File: src/rtl/pulse_meas.sv
// Pulse-width decoder: counts high ticks on in, reports len with val/ovf/runt strobes.
// Optional PULSE_MEAS_SYNC_EN inserts a 2-flop input synchronizer.
module pulse_meas #(
    parameter int MAX_LENGTH_TICKS = 100,
    parameter int MIN_LENGTH_TICKS = 2,
    localparam int LW = $clog2(MAX_LENGTH_TICKS + 1)
) (
    input  logic          clk,
    input  logic          rst,
    input  logic          in,
    output logic [LW-1:0] len,
    output logic          val,
    output logic          ovf,
    output logic          runt,
    output logic          busy
);

    localparam logic [LW-1:0] MAX_C = LW'(MAX_LENGTH_TICKS);
    localparam logic [LW-1:0] MIN_C = LW'(MIN_LENGTH_TICKS);

    typedef enum logic [1:0] {
        IDLE = 2'd0,
        MEAS = 2'd1,
        OVF  = 2'd2
    } state_t;

    state_t        state, state_n;
    logic [LW-1:0] cnt, cnt_n;
    logic [LW-1:0] len_n;
    logic          val_n, ovf_n, runt_n;
    logic          d, d_q, rise;

`ifdef PULSE_MEAS_SYNC_EN
    logic s1, s2;

    always_ff @(posedge clk or negedge rst) begin
        if (!rst) begin
            s1 <= 1'b0;
            s2 <= 1'b0;
        end else begin
            s1 <= in;
            s2 <= s1;
        end
    end

    assign d = s2;
`else
    assign d = in;
`endif

    // d_q resets high so a pulse already in progress is ignored
    always_ff @(posedge clk or negedge rst) begin
        if (!rst) d_q <= 1'b1;
        else      d_q <= d;
    end

    assign rise = d & ~d_q;
    assign busy = (state == MEAS) || (state == OVF);

    always_ff @(posedge clk or negedge rst) begin
        if (!rst) begin
            state <= IDLE;
            cnt   <= '0;
            len   <= '0;
            val   <= 1'b0;
            ovf   <= 1'b0;
            runt  <= 1'b0;
        end else begin
            state <= state_n;
            cnt   <= cnt_n;
            len   <= len_n;
            val   <= val_n;
            ovf   <= ovf_n;
            runt  <= runt_n;
        end
    end

    always_comb begin
        state_n = state;
        cnt_n   = cnt;
        len_n   = len;
        val_n   = 1'b0;
        ovf_n   = 1'b0;
        runt_n  = 1'b0;
        unique case (state)
            IDLE: begin
                if (rise) begin
                    cnt_n   = LW'(1);
                    state_n = MEAS;
                end
            end
            MEAS: begin
                if (d) begin
                    if (cnt == MAX_C) begin
                        ovf_n   = 1'b1;
                        state_n = OVF;
                    end else begin
                        cnt_n = cnt + 1'b1;
                    end
                end else begin
                    state_n = IDLE;
                    if (cnt >= MIN_C) begin
                        len_n = cnt;
                        val_n = 1'b1;
                    end else begin
                        runt_n = 1'b1;
                    end
                end
            end
            OVF: begin
                if (!d) state_n = IDLE;
            end
            default: state_n = IDLE;
        endcase
    end

endmodule

File: config.mk
export PLATFORM = sky130hd
export DESIGN_NAME = pulse_meas
export DESIGN_NICKNAME = d
export VERILOG_FILES = /design/src/rtl/pulse_meas.sv
export SDC_FILE = /design/constraint.sdc
export NUM_CORES = 1
export LEC_CHECK = 0
export BUFFER_PORTS_ARGS = -buffer_cell sky130_fd_sc_hd__clkbuf_2
export CORE_MARGIN = 1
export CORE_UTILIZATION = 55
export CTS_BUF_LIST = sky130_fd_sc_hd__clkbuf_2
export CTS_CLUSTER_DIAMETER = 30
export DETAILED_ROUTE_END_ITERATION = 16
export PLACE_DENSITY = 0.84
export SYNTH_ARGS = -nofsm -noshare
export SYNTH_HDL_FRONTEND = slang
export SYNTH_SLANG_ARGS = --single-unit
export TNS_END_PERCENT = 100
File: constraint.sdc
create_clock -name clk -period 4.36 [get_ports clk]
set_input_delay 0.654 -clock clk [delete_from_list [all_inputs] [get_ports clk]]
set_output_delay 0.654 -clock clk [all_outputs]
set_load 0.01 [all_outputs]
==> qor.csv, run 1 <==
stage,metric,value,unit
timing,RSZ-0062 raised after global routing,false,
clocking,clk slew on worst S/H paths,0.18,ns
floorplan,initial core utilization,0.5957,
timing,final setup fails,0,
detailed_routing,DRC violations left,0,
timing,Final Max Tran Viols,0,
logic_synthesis,Ys Warns,0,
placement,Final Wtd Congestion,0.8158,
floorplan,die footprint,0.002090,sq mm
outcome,status,completed,
placement,IO Port Bufs,13,
global_route,largest net degree at the start of global routing,21,
clocking,clock root cell,clkbuf_2,
critical_path,CP required,4.61,ns
power,maximum vdd drop,313.5,uV
critical_path,WS Path Type,reg2reg,
logic_synthesis,gate count of the mapped netlist,95,
critical_path,Slowest Stage Delay on Critical Path,0.56,ns
timing,Clock Skew,0.01182,ns
detailed_routing,max layer used,met4,
timing,fmax,0.4809,GHz
detailed_routing,Post-Route M1 WL,847,um
finish,fin nets,116,
floorplan,row count,15,
timing,Final Hold Fails,0,
finish,area occupied by multi-input gates,486.7,sq um
clocking,Inserted Clock Buffers,3,
logic_synthesis,syn nets,104,
finish,Reg area,501.7,sq um
critical_path,"slowest stage cell, crit path",or4b_1,
detailed_routing,1st-iter DRT viols,17,
power,Pleak,0.5415,nW
logic_synthesis,Synth area leader,dfrtp_1,
timing,setup TNS,0,ns
timing,worst slew pin tran,0.6098,ns
clocking,H-tree levels,1,
floorplan,die width,45.72,um
job,Max Cap Viol,0,
finish,fin util,0.6369,
clocking,clock tree buffer depth,2,
timing,fin crit share,0.4769,
detailed_routing,DRT Pass-1 Iters,4,
detailed_routing,met3 wire len,53,um
power,P per Cell Area,658.7,mW/mm^2
global_route,first-pass GRT wire length,3042,um
timing,Hold WS,0.2562,ns
finish,ant diodes,0,
logic_synthesis,register area share after synthesis,0.4774,
logic_synthesis,Yosys reg bits,20,
hold_path,min-delay worst type,in2async,
clocking,worst skew pair latency,0.31,ns
detailed_routing,Vias/cell,5.908,
logic_synthesis,share of the synthesized area in the top cell type,0.4524,
floorplan,IO Pins,14,
clocking,CTS Hold Bufs,0,
logic_synthesis,Syn Std Cell Area,0.001051,sq mm
global_route,GRT Util Overall,0.2093,
detailed_routing,via count,774,
timing,max_slew headroom,0.5934,
placement,hpwl dp,1420,um
logic_synthesis,Post-synth EDFFs,0,
floorplan,Die Ht,45.72,um
critical_path,startpoint types,flip-flop,
global_route,vias in the first global route,725,
logic_synthesis,largest cells by area after synthesis,"dfrtp_1, mux2_4, ha_1, nand2_1, a21oi_1",
logic_synthesis,Commonest cells post-synth,"dfrtp_1, nand2_1",
detailed_routing,Antenna Nets Post-Route,0,
logic_synthesis,library cells used by synthesis,33,
detailed_routing,met2 WL,959,um
timing,min cycle time layout,2.079,ns
finish,layout cells sized above 1,0.2453,
finish,P&R area growth vs syn,6.905,%
detailed_routing,Routed WL,1902,um
critical_path,ordered cell list for the critical path,inv_1 > ha_1 > o211ai_2 > or4b_1 > nand3_1,
global_route,initial antenna violation count,0,
clocking,post-CTS sizing,0,
critical_path,CP max FO,19,
critical_path,CP startpoint,state[1],
logic_synthesis,most common cell in the synthesized netlist,dfrtp_1,
logic_synthesis,ys async rst share,1.000,
clocking,setup repair bufs after CTS,0,
logic_synthesis,synthesized area per cell,11.06,sq um
floorplan,Core Box Area,0.001764,sq mm
critical_path,CP endpoint kind,flip-flop,
global_route,GRT overflow,0,
clocking,CTS tree,built,
finish,fillers,156,
logic_synthesis,Synth Flop Type,dfrtp_1,
critical_path,reg2reg start,state[1],
critical_path,crit path DAT,2.33,ns
clocking,clock sinks,20,
detailed_routing,DR WL/cell,14.52,um
## logic make-up (layout without fill, tap and decap cells)
family                     after synthesis  after routing  share of synthesized area
AOI/OAI and AO/OA                       16             16                     0.1036
muxes                                    7              7                    0.09643
adders and majority gates                6              6                    0.07143
buffers and inverters                   11             22                    0.05952
and+or+nand+nor                         35             35                     0.1917
DFF                                     20             20                     0.4774
## sequential cells by signal, indices dropped and copies added, names as in the netlist
signal / count
cnt: 7
len: 7
state: 2
d_q: 1
ovf: 1
runt: 1
val: 1
## worst max-delay path, delay by kind of cell (launching register included)
| family | cells | cell delay [ns] |
|---|---|---|
| adder cells (fa/ha/maj) | 1 | 0.54 |
| buffers and inverters | 1 | 0.08 |
| flip-flops | 1 | 0.43 |
| AND/OR/NAND/NOR | 2 | 0.66 |
| AO/OA/AOI/OAI | 1 | 0.32 |
## placed cells by master, fill, tap and decap left out, types with 3 or more instances in the layout
cell,netlist,routed
dfrtp_1,19,19
clkbuf_2,0,17
nand2_1,11,11
mux2_4,6,6
a21oi_1,6,6
nand3_1,6,6
ha_1,6,6
inv_1,5,5
nand3b_1,3,3
## report_power, final
part	internal (mW)	switching, mW
combinational	0.151	0.168
sequential	0.256	0.0868
clock	0.0243	0.0541
total	0.431	0.309
## through the flow
stage / std cells / setup slack, ns / cell area [sq um] / power, mW
after floorplan: 95 / 2.752 / 1051 / 0.5869
after global placement: 127 / 2.411 / 1104 / 0.6416
after detailed placement: 127 / 2.313 / 1104 / 0.6685
after CTS: 131 / 2.280 / 1124 / 0.7465
after global routing: 131 / 2.157 / 1124 / 0.7951
final: 131 / 2.281 / 1124 / 0.7401
## final timing paths
check	to	slack, ns	depth (start not counted)
worst max-delay path	cnt[5]	2.28	5
worst min-delay path	val	0.26	1
worst max register to register	cnt[5]	2.28	5
worst min register to register	len[2]	0.54	1
max in group asynchronous	d_q	3.74	1
min in group clk	d_q	0.51	1
## area by class of cell
type,count,area share
sequential,20,0.4465
multi-input combinational,64,0.4332
timing repair buffer,13,0.05791
tap,25,0.02784
clock buffer,4,0.01782
inverter,5,0.01670
## layer usage
| layer | GRT usage | vias up |
|---|---|---|
| met1 | 0.2443 | 388 |
| met4 | 0.1059 | 0 |
| met3 | 0.03571 | 4 |
| li1 | - | 363 |
| met2 | 0.3657 | 19 |
| met5 | 0 | - |
Note: power is estimated with default switching activity, not from simulation.
==> run 2: changes to the inputs <==
--- a/config.mk
+++ b/config.mk
@@ -5,13 +5,14 @@
 export SDC_FILE = /design/constraint.sdc
 export NUM_CORES = 1
 export LEC_CHECK = 0
+export ABC_AREA = 1
 export BUFFER_PORTS_ARGS = -buffer_cell sky130_fd_sc_hd__clkbuf_2
 export CORE_MARGIN = 1
-export CORE_UTILIZATION = 55
+export CORE_UTILIZATION = 52
 export CTS_BUF_LIST = sky130_fd_sc_hd__clkbuf_2
 export CTS_CLUSTER_DIAMETER = 30
 export DETAILED_ROUTE_END_ITERATION = 16
-export PLACE_DENSITY = 0.84
+export PLACE_DENSITY = 0.83
 export SYNTH_ARGS = -nofsm -noshare
 export SYNTH_HDL_FRONTEND = slang
 export SYNTH_SLANG_ARGS = --single-unit
==> constraint.sdc (replaced) <==
create_clock -name clk -period 1.9 [get_ports clk]
set_input_delay 0.285 -clock clk [delete_from_list [all_inputs] [get_ports clk]]
set_output_delay 0.285 -clock clk [all_outputs]
set_load 0.01 [all_outputs]
==> run 2 against run 1 <==
Compared with the run above:
- combinational power increased by 67%
- register-to-register slack got worse by 1.9 ns
- clock skew increased by 0.0014 ns
- wire length decreased by 12%
- synthesized cell count increased by 32%
- fmax increased by 39%
- worst setup slack got worse by 1.9 ns
- clock-buffer cell count unchanged
- power increased by 76%
- die area increased by 3.5%
- sequential power increased by 73%
==> qor.csv, run 2 <==
stage,metric,value,unit,change
clocking,clk slew on worst S/H paths,0.18,ns,about the same
floorplan,IO Pins,14,,unchanged
logic_synthesis,most common cell in the synthesized netlist,nand2_1,,was dfrtp_1
timing,Clock Skew,0.01322,ns,was 0.01182 ns
placement,Final Wtd Congestion,0.8360,,was 0.8158
power,maximum vdd drop,682.3,uV,was 313.5 uV
floorplan,die width,46.50,um,was 45.72 um
placement,dpl ws,0.4251,ns,was 2.313 ns
timing,max_slew headroom,0.6955,,was 0.5934
logic_synthesis,Synth Area in Compound Gates,0.09235,,was 0.1036
detailed_routing,DRT Pass-1 Iters,4,,unchanged
logic_synthesis,post-synthesis mux area share,0,,was 0.09643
clocking,worst skew pair latency,0.31,ns,about the same
detailed_routing,Vias/cell,4.952,,was 5.908
critical_path,CP required,2.13,ns,was 4.61 ns
logic_synthesis,synthesized area per cell,8.238,sq um,was 11.06 sq um
logic_synthesis,share of the synthesized area in the top cell type,0.4617,,was 0.4524
timing,RSZ-0062 raised after global routing,false,,unchanged
power,combinational power share,0.409,,was 0.431
finish,layout cells sized above 1,0.1786,,was 0.2453
logic_synthesis,Ys Warns,0,,unchanged
timing,worst slew pin tran,0.4567,ns,was 0.6098 ns
floorplan,Die Ht,46.50,um,was 45.72 um
global_route,first-pass GRT wire length,2911,um,was 3042 um
global_route,vias in the first global route,724,,was 725
critical_path,WS Path Type,reg2reg,,unchanged
finish,P&R area growth vs syn,9.964,%,was 6.905%
floorplan,initial core utilization,0.5775,,was 0.5957
logic_synthesis,Synth Area in Adders,0.07290,,was 0.07143
detailed_routing,1st-iter DRT viols,21,,was 17
timing,fmax,0.6684,GHz,was 0.4809 GHz
logic_synthesis,ys async rst share,1.000,,unchanged
finish,fin nets,150,,was 116
clocking,clock sinks,20,,unchanged
power,Pleak,0.5837,nW,was 0.5415 nW
logic_synthesis,combinational family with the most area after synthesis,simple AND/OR/NAND/NOR gates,,unchanged
logic_synthesis,Post-synth EDFFs,0,,unchanged
timing,fin crit share,0.7874,,was 0.4769
critical_path,CP max FO,13,,was 19
logic_synthesis,Yosys reg bits,20,,unchanged
timing,min cycle time layout,1.496,ns,was 2.079 ns
critical_path,crit path DAT,1.73,ns,was 2.33 ns
critical_path,CP endpoint kind,flip-flop,,unchanged
floorplan,row count,15,,unchanged
logic_synthesis,syn nets,134,,was 104
placement,IO Port Bufs,13,,unchanged
clocking,clock tree buffer depth,2,,unchanged
finish,"most common cell after layout, fill and taps aside",nand2_1,,was dfrtp_1
logic_synthesis,largest cells by area after synthesis,"dfrtp_1, nand2_1, ha_1, nand3_1, inv_1",,"was dfrtp_1, mux2_4, ha_1, nand2_1, a21oi_1"
power,P per Cell Area,1152,mW/mm^2,was 658.7 mW/mm^2
finish,fillers,150,,was 156
placement,hpwl dp,1289,um,was 1420 um
logic_synthesis,Syn Std Cell Area,0.001030,sq mm,was 0.001051 sq mm
detailed_routing,via count,817,,was 774
global_route,initial antenna violation count,0,,unchanged
clocking,CTS Hold Bufs,1,,was 0
logic_synthesis,Simple-Gate Fraction of Synth Area,0.2661,,was 0.1917
power,Clk pwr share,0.136,,was 0.106
power,internal power,0.7632,mW,was 0.4313 mW
power,switching share of total power,0.4150,,was 0.4172
logic_synthesis,Synth Flop Type,dfrtp_1,,unchanged
global_route,GRT overflow,0,,unchanged
power,register share of total power,0.456,,was 0.463
logic_synthesis,Synth Area in XOR/XNOR,0,,unchanged
clocking,H-tree levels,1,,unchanged
detailed_routing,DRC violations left,0,,unchanged
timing,setup TNS,0,ns,unchanged
detailed_routing,Routed WL,1665,um,was 1902 um
logic_synthesis,gate count of the mapped netlist,125,,was 95
job,Max Cap Viol,0,,unchanged
power,NetSw,0.5415,mW,was 0.3088 mW
timing,final worst setup slack,0.4039,ns,was 2.281 ns
clocking,Inserted Clock Buffers,3,,unchanged
detailed_routing,DR WL/cell,10.09,um,was 14.52 um
global_route,largest net degree at the start of global routing,21,,unchanged
logic_synthesis,Commonest cells post-synth,"nand2_1, dfrtp_1, inv_1, nand3_1, o21ai_0",,"was dfrtp_1, nand2_1"
clocking,clock root cell,clkbuf_2,,unchanged
floorplan,die footprint,0.002162,sq mm,was 0.002090 sq mm
global_route,GRT Util Overall,0.1904,,was 0.2093
critical_path,startpoint types,flip-flop,,unchanged
logic_synthesis,Synth area leader,dfrtp_1,,unchanged
finish,biggest regs,"cnt x7, len x7, state x2",,unchanged
clocking,CTS tree,built,,unchanged
finish,"commonest cells after routing, fill and taps aside","nand2_1, dfrtp_1, clkbuf_2",,"was dfrtp_1, clkbuf_2, nand2_1"
hold_path,min-delay worst type,in2reg,,was in2async
clocking,post-CTS sizing,0,,unchanged
outcome,status,completed,,unchanged
logic_synthesis,library cells used by synthesis,22,,was 33
detailed_routing,Antenna Nets Post-Route,0,,unchanged
timing,Final Max Tran Viols,0,,unchanged
finish,ant diodes,0,,unchanged
clocking,setup repair bufs after CTS,0,,unchanged
timing,final setup fails,0,,unchanged
timing,Final Hold Fails,0,,unchanged
floorplan,Core Box Area,0.001783,sq mm,was 0.001764 sq mm
logic_synthesis,register area share after synthesis,0.4872,,was 0.4774
==> run 2: final cells by class <==
class | count | area, sq um | share of cell area
Sequential cell | 20 | 501.7 | 0.4431
Inverter | 14 | 52.55 | 0.04641
Timing Repair Buffer | 15 | 82.58 | 0.07293
Clock buffer | 4 | 20.02 | 0.01768
Multi-Input combinational cell | 87 | 444.2 | 0.3923
Tap cell | 25 | 31.28 | 0.02762
==> run 2: final timing paths <==
| path | cells past startpoint | slack (ns) | to | startpoint |
|---|---|---|---|---|
| hold / removal | 1 | 0.10 | d_q | in |
| hold reg to reg | 2 | 0.50 | len[6] | len[6] |
| max in group asynchronous | 2 | 1.13 | d_q | rst |
| setup reg to reg | 8 | 0.40 | len[2] | cnt[0] |
| min in group asynchronous | 2 | 0.42 | len[4] | rst |
| setup / recovery | 8 | 0.40 | len[2] | cnt[0] |
==> run 2: stage by stage <==
stage	std cells	total power, mW	hold slack, ns	utilization	area [sq um]
6_report	165	1.305	0.1027	0.6351	1132
5_1_grt	165	1.427	0.08723	0.6351	1132
4_1_cts	165	1.312	0.09769	0.6351	1132
3_5_place_dp	160	1.135	0.2563	0.6182	1102
3_3_place_gp	160	1.115	0.2546	0.6182	1102
2_1_floorplan	125	1.032	-0.01059	-	1030
==> run 2: worst max-delay path, stage by stage, from the launching register on <==
cell and delay, ns:
dfrtp_1 0.44, inv_1 0.11, ha_1 0.21, inv_1 0.05
nand4_1 0.11, nand2_1 0.28, inv_1 0.10, nand2_1 0.07
nand2_1 0.05
==> run 2: per-layer routing <==
metal / routed length, um / share of wire / track usage / vias up
met3: 45 / 0.027 / 0.03529 / 3
li1: - / - / - / 425
met1: 799 / 0.48 / 0.2376 / 373
met4: 19 / 0.011 / 0.1000 / 0
met2: 800 / 0.48 / 0.3083 / 16
met5: 0 / 0 / 0 / -
==> run 2: power by group through the flow <==
| stage | combinational [mW] | sequential (mW) | clock (mW) |
|---|---|---|---|
| after CTS | 0.538 | 0.592 | 0.182 |
| final | 0.533 | 0.595 | 0.177 |
| after detailed placement | 0.533 | 0.602 | 0 |
| after global routing | 0.627 | 0.606 | 0.194 |
| after global placement | 0.522 | 0.594 | 0 |
| after floorplan | 0.444 | 0.588 | 0 |
==> run 2: kinds of logic after synthesis <==
family | count (synthesis)
AOI/OAI and AO/OA | 17
DFF | 20
adders and majority gates | 6
buffers and inverters | 18
and+or+nand+nor | 64
==> run 3: changes to the inputs <==
==> constraint.sdc (replaced) <==
create_clock -name clk -period 1.3 [get_ports clk]
set_input_delay 0.195 -clock clk [delete_from_list [all_inputs] [get_ports clk]]
set_output_delay 0.195 -clock clk [all_outputs]
set_load 0.01 [all_outputs]
==> run 3 against run 2 <==
Compared with the run above:
- the flow now finishes with violations (setup timing)
- sequential share of layout area down 9.9 points
- worst setup slack worse by 0.58 ns
- clock skew down 0.0045 ns
- final cell count up 13%
- first-iteration DRC count up 120%
- clock power up 51%
- critical path type unchanged
==> qor.csv, run 3 (synthesized netlist as in run 2, its figures left out) <==
stage,metric,value,unit,change
outcome,status,"finished, violations left",,was completed
outcome,violated checks,setup timing,,
detailed_routing,max layer used,met4,,unchanged
timing,Clock Skew,0.008671,ns,was 0.01322 ns
critical_path,reg2reg start,cnt[1],,was cnt[0]
critical_path,ordered cell list for the critical path,buf_6 > ha_4 > inv_2 > nand4_1 > nand2_2 > inv_2 > nand2_1 > nand2_1,,was inv_1 > ha_1 > inv_1 > nand4_1 > nand2_1 > inv_1 > nand2_1 > nand2_1
detailed_routing,met2 WL,1405,um,was 800 um
timing,final setup fails,19,,was 0
critical_path,WS Path Type,reg2reg,,unchanged
critical_path,reg2reg setup slack,-0.17,ns,was 0.40 ns
power,Pleak,0.7050,nW,was 0.5837 nW
clocking,Inserted Clock Buffers,3,,unchanged
finish,P&R area growth vs syn,42.04,%,was 9.964%
floorplan,Die Ht,46.50,um,unchanged
placement,hpwl dp,1478,um,was 1289 um
power,P per Cell Area,1928,mW/mm^2,was 1152 mW/mm^2
global_route,first-pass GRT wire length,3484,um,was 2911 um
finish,biggest regs,"cnt x7, len x7, state x2",,unchanged
critical_path,WP buf/inv,3,,unchanged
critical_path,cells on worst reg2reg path,8,,unchanged
finish,"most common cell after layout, fill and taps aside",nand2_1,,unchanged
placement,Final Wtd Congestion,0.8279,,was 0.8360
detailed_routing,Post-Route M1 WL,1206,um,was 799 um
timing,max_slew headroom,0.6727,,was 0.6955
floorplan,die width,46.50,um,unchanged
clocking,CTS tree,built,,unchanged
detailed_routing,via count,1042,,was 817
floorplan,Core Box Area,0.001783,sq mm,unchanged
critical_path,Worst Setup EP,len[2],,unchanged
power,Tot Pwr,2.820,mW,was 1.305 mW
global_route,vias in the first global route,817,,was 724
detailed_routing,DRT Pass-1 Iters,4,,unchanged
hold_path,min-delay worst type,in2reg,,unchanged
detailed_routing,DR WL/cell,15.94,um,was 10.09 um
detailed_routing,Routed WL,2965,um,was 1665 um
clocking,H-tree levels,1,,unchanged
floorplan,row count,15,,unchanged
detailed_routing,1st-iter DRT viols,46,,was 21
placement,Placed Area,0.001235,sq mm,was 0.001102 sq mm
timing,Final Hold Fails,0,,unchanged
timing,Final Max Tran Viols,0,,unchanged
detailed_routing,DRC violations left,0,,unchanged
finish,ant diodes,0,,unchanged
timing,fmax,0.6781,GHz,was 0.6684 GHz
timing,min cycle time layout,1.475,ns,was 1.496 ns
finish,layout cells sized above 1,0.4907,,was 0.1786
critical_path,capture point of the worst reg-to-reg path,len[2],,unchanged
timing,RSZ-0062 raised after global routing,true,,was false
critical_path,startpoint types,flip-flop,,unchanged
critical_path,crit path DAT,1.73,ns,about the same
critical_path,stages on the worst setup path,8,,unchanged
global_route,initial antenna violation count,0,,unchanged
clocking,clock sinks,20,,unchanged
floorplan,IO Pins,14,,unchanged
floorplan,initial core utilization,0.5775,,unchanged
finish,fin nets,171,,was 150
clocking,clk slew on worst S/H paths,0.19,ns,was 0.18 ns
global_route,GRT Util Overall,0.2358,,was 0.1904
critical_path,CP max FO,7,,was 13
critical_path,Slowest Stage Delay on Critical Path,0.49,ns,was 0.44 ns
clocking,worst skew pair latency,0.33,ns,was 0.31 ns
clocking,clock root cell,clkbuf_2,,unchanged
placement,IO Port Bufs,13,,unchanged
critical_path,CP endpoint kind,flip-flop,,unchanged
finish,design area,0.001463,sq mm,was 0.001132 sq mm
critical_path,"delay-heaviest family, CP",simple AND/OR/NAND/NOR gates,,unchanged
detailed_routing,Vias/cell,5.602,,was 4.952
timing,fin crit share,1.134,,was 0.7874
finish,"commonest cells after routing, fill and taps aside","nand2_1, dfrtp_1, buf_4",,"was nand2_1, dfrtp_1, clkbuf_2"
critical_path,"slowest stage cell, crit path",dfrtp_2,,was dfrtp_1
power,maximum vdd drop,1196,uV,was 682.3 uV
critical_path,CP required,1.56,ns,was 2.13 ns
timing,worst slew pin tran,0.4909,ns,was 0.4567 ns
global_route,largest net degree at the start of global routing,21,,unchanged
timing,final worst setup slack,-0.1747,ns,was 0.4039 ns
clocking,clock tree buffer depth,2,,unchanged
global_route,GRT overflow,0,,unchanged
detailed_routing,met3 wire len,222,um,was 45 um
detailed_routing,Antenna Nets Post-Route,0,,unchanged
job,Max Cap Viol,0,,unchanged
critical_path,CP startpoint,cnt[1],,was cnt[0]
floorplan,die footprint,0.002162,sq mm,unchanged
[run 3: final cells by class]
| class | instances | area, sq um |
|---|---|---|
| sequential | 20 | 503.0 |
| multi-input combinational | 89 | 615.6 |
| tap | 25 | 31.28 |
| inverter | 14 | 55.05 |
| clock inverter | 1 | 3.754 |
| fill | 91 | 320.3 |
| timing repair buffer | 34 | 239.0 |
| clock buffer | 3 | 15.01 |
[run 3: worst min path at each step]
stage	startpoint	cells after the start	to	slack, ns
2_1_floorplan	rst	0	cnt[0]	-0.10
3_3_place_gp	rst	1	len[3]	0.17
3_5_place_dp	rst	1	len[3]	0.18
4_1_cts	in	1	d_q	0.04
5_1_grt	in	1	d_q	0.02
6_report	in	1	d_q	0.04
[run 3: what timing repair did]
action,in CTS,in global routing
buffers inserted,2,1
hold endpoints to repair,19,0
cloned,1,1
hold buffers,1,0
pin swaps,1,19
endpoints found under the setup margin,18,19
gates resized for setup,9,45
[run 3: metal layers]
metal  GRT usage  vias up
met5           0        -
met4      0.1059        0
met3     0.04706       17
met2      0.3889       71
met1      0.2923      479
li1            -      475
[run 3: worst reg2reg max path, cell delays in order (launching register included)]
cell and delay (ns):
dfrtp_2 0.49, buf_6 0.14, ha_4 0.15, inv_2 0.04, nand4_1 0.18, nand2_2 0.22
inv_2 0.06, nand2_1 0.06, nand2_1 0.05
[run 3: through the flow]
stage	setup TNS (ns)	setup WS, ns	instances	hold WS (ns)	utilization
finish	-2.015	-0.1747	186	0.04278	0.8204
global route	-3.191	-0.2371	186	0.02446	0.8204
CTS	-0.8264	-0.09442	184	0.04013	0.7347
detailed placement	-1.352	-0.1145	176	0.1765	0.6926
global placement	-0.6464	-0.06616	176	0.1705	0.6926
floorplan	-0.7165	-0.06504	125	-0.1006	-
[run 3: power by group]
part	switching [mW]	leakage, nW	internal [mW]
Combinational	0.964	0.425	0.741
Clock	0.200	0.0140	0.0668
Sequential	0.0973	0.266	0.750
Total	1.26	0.705	1.56
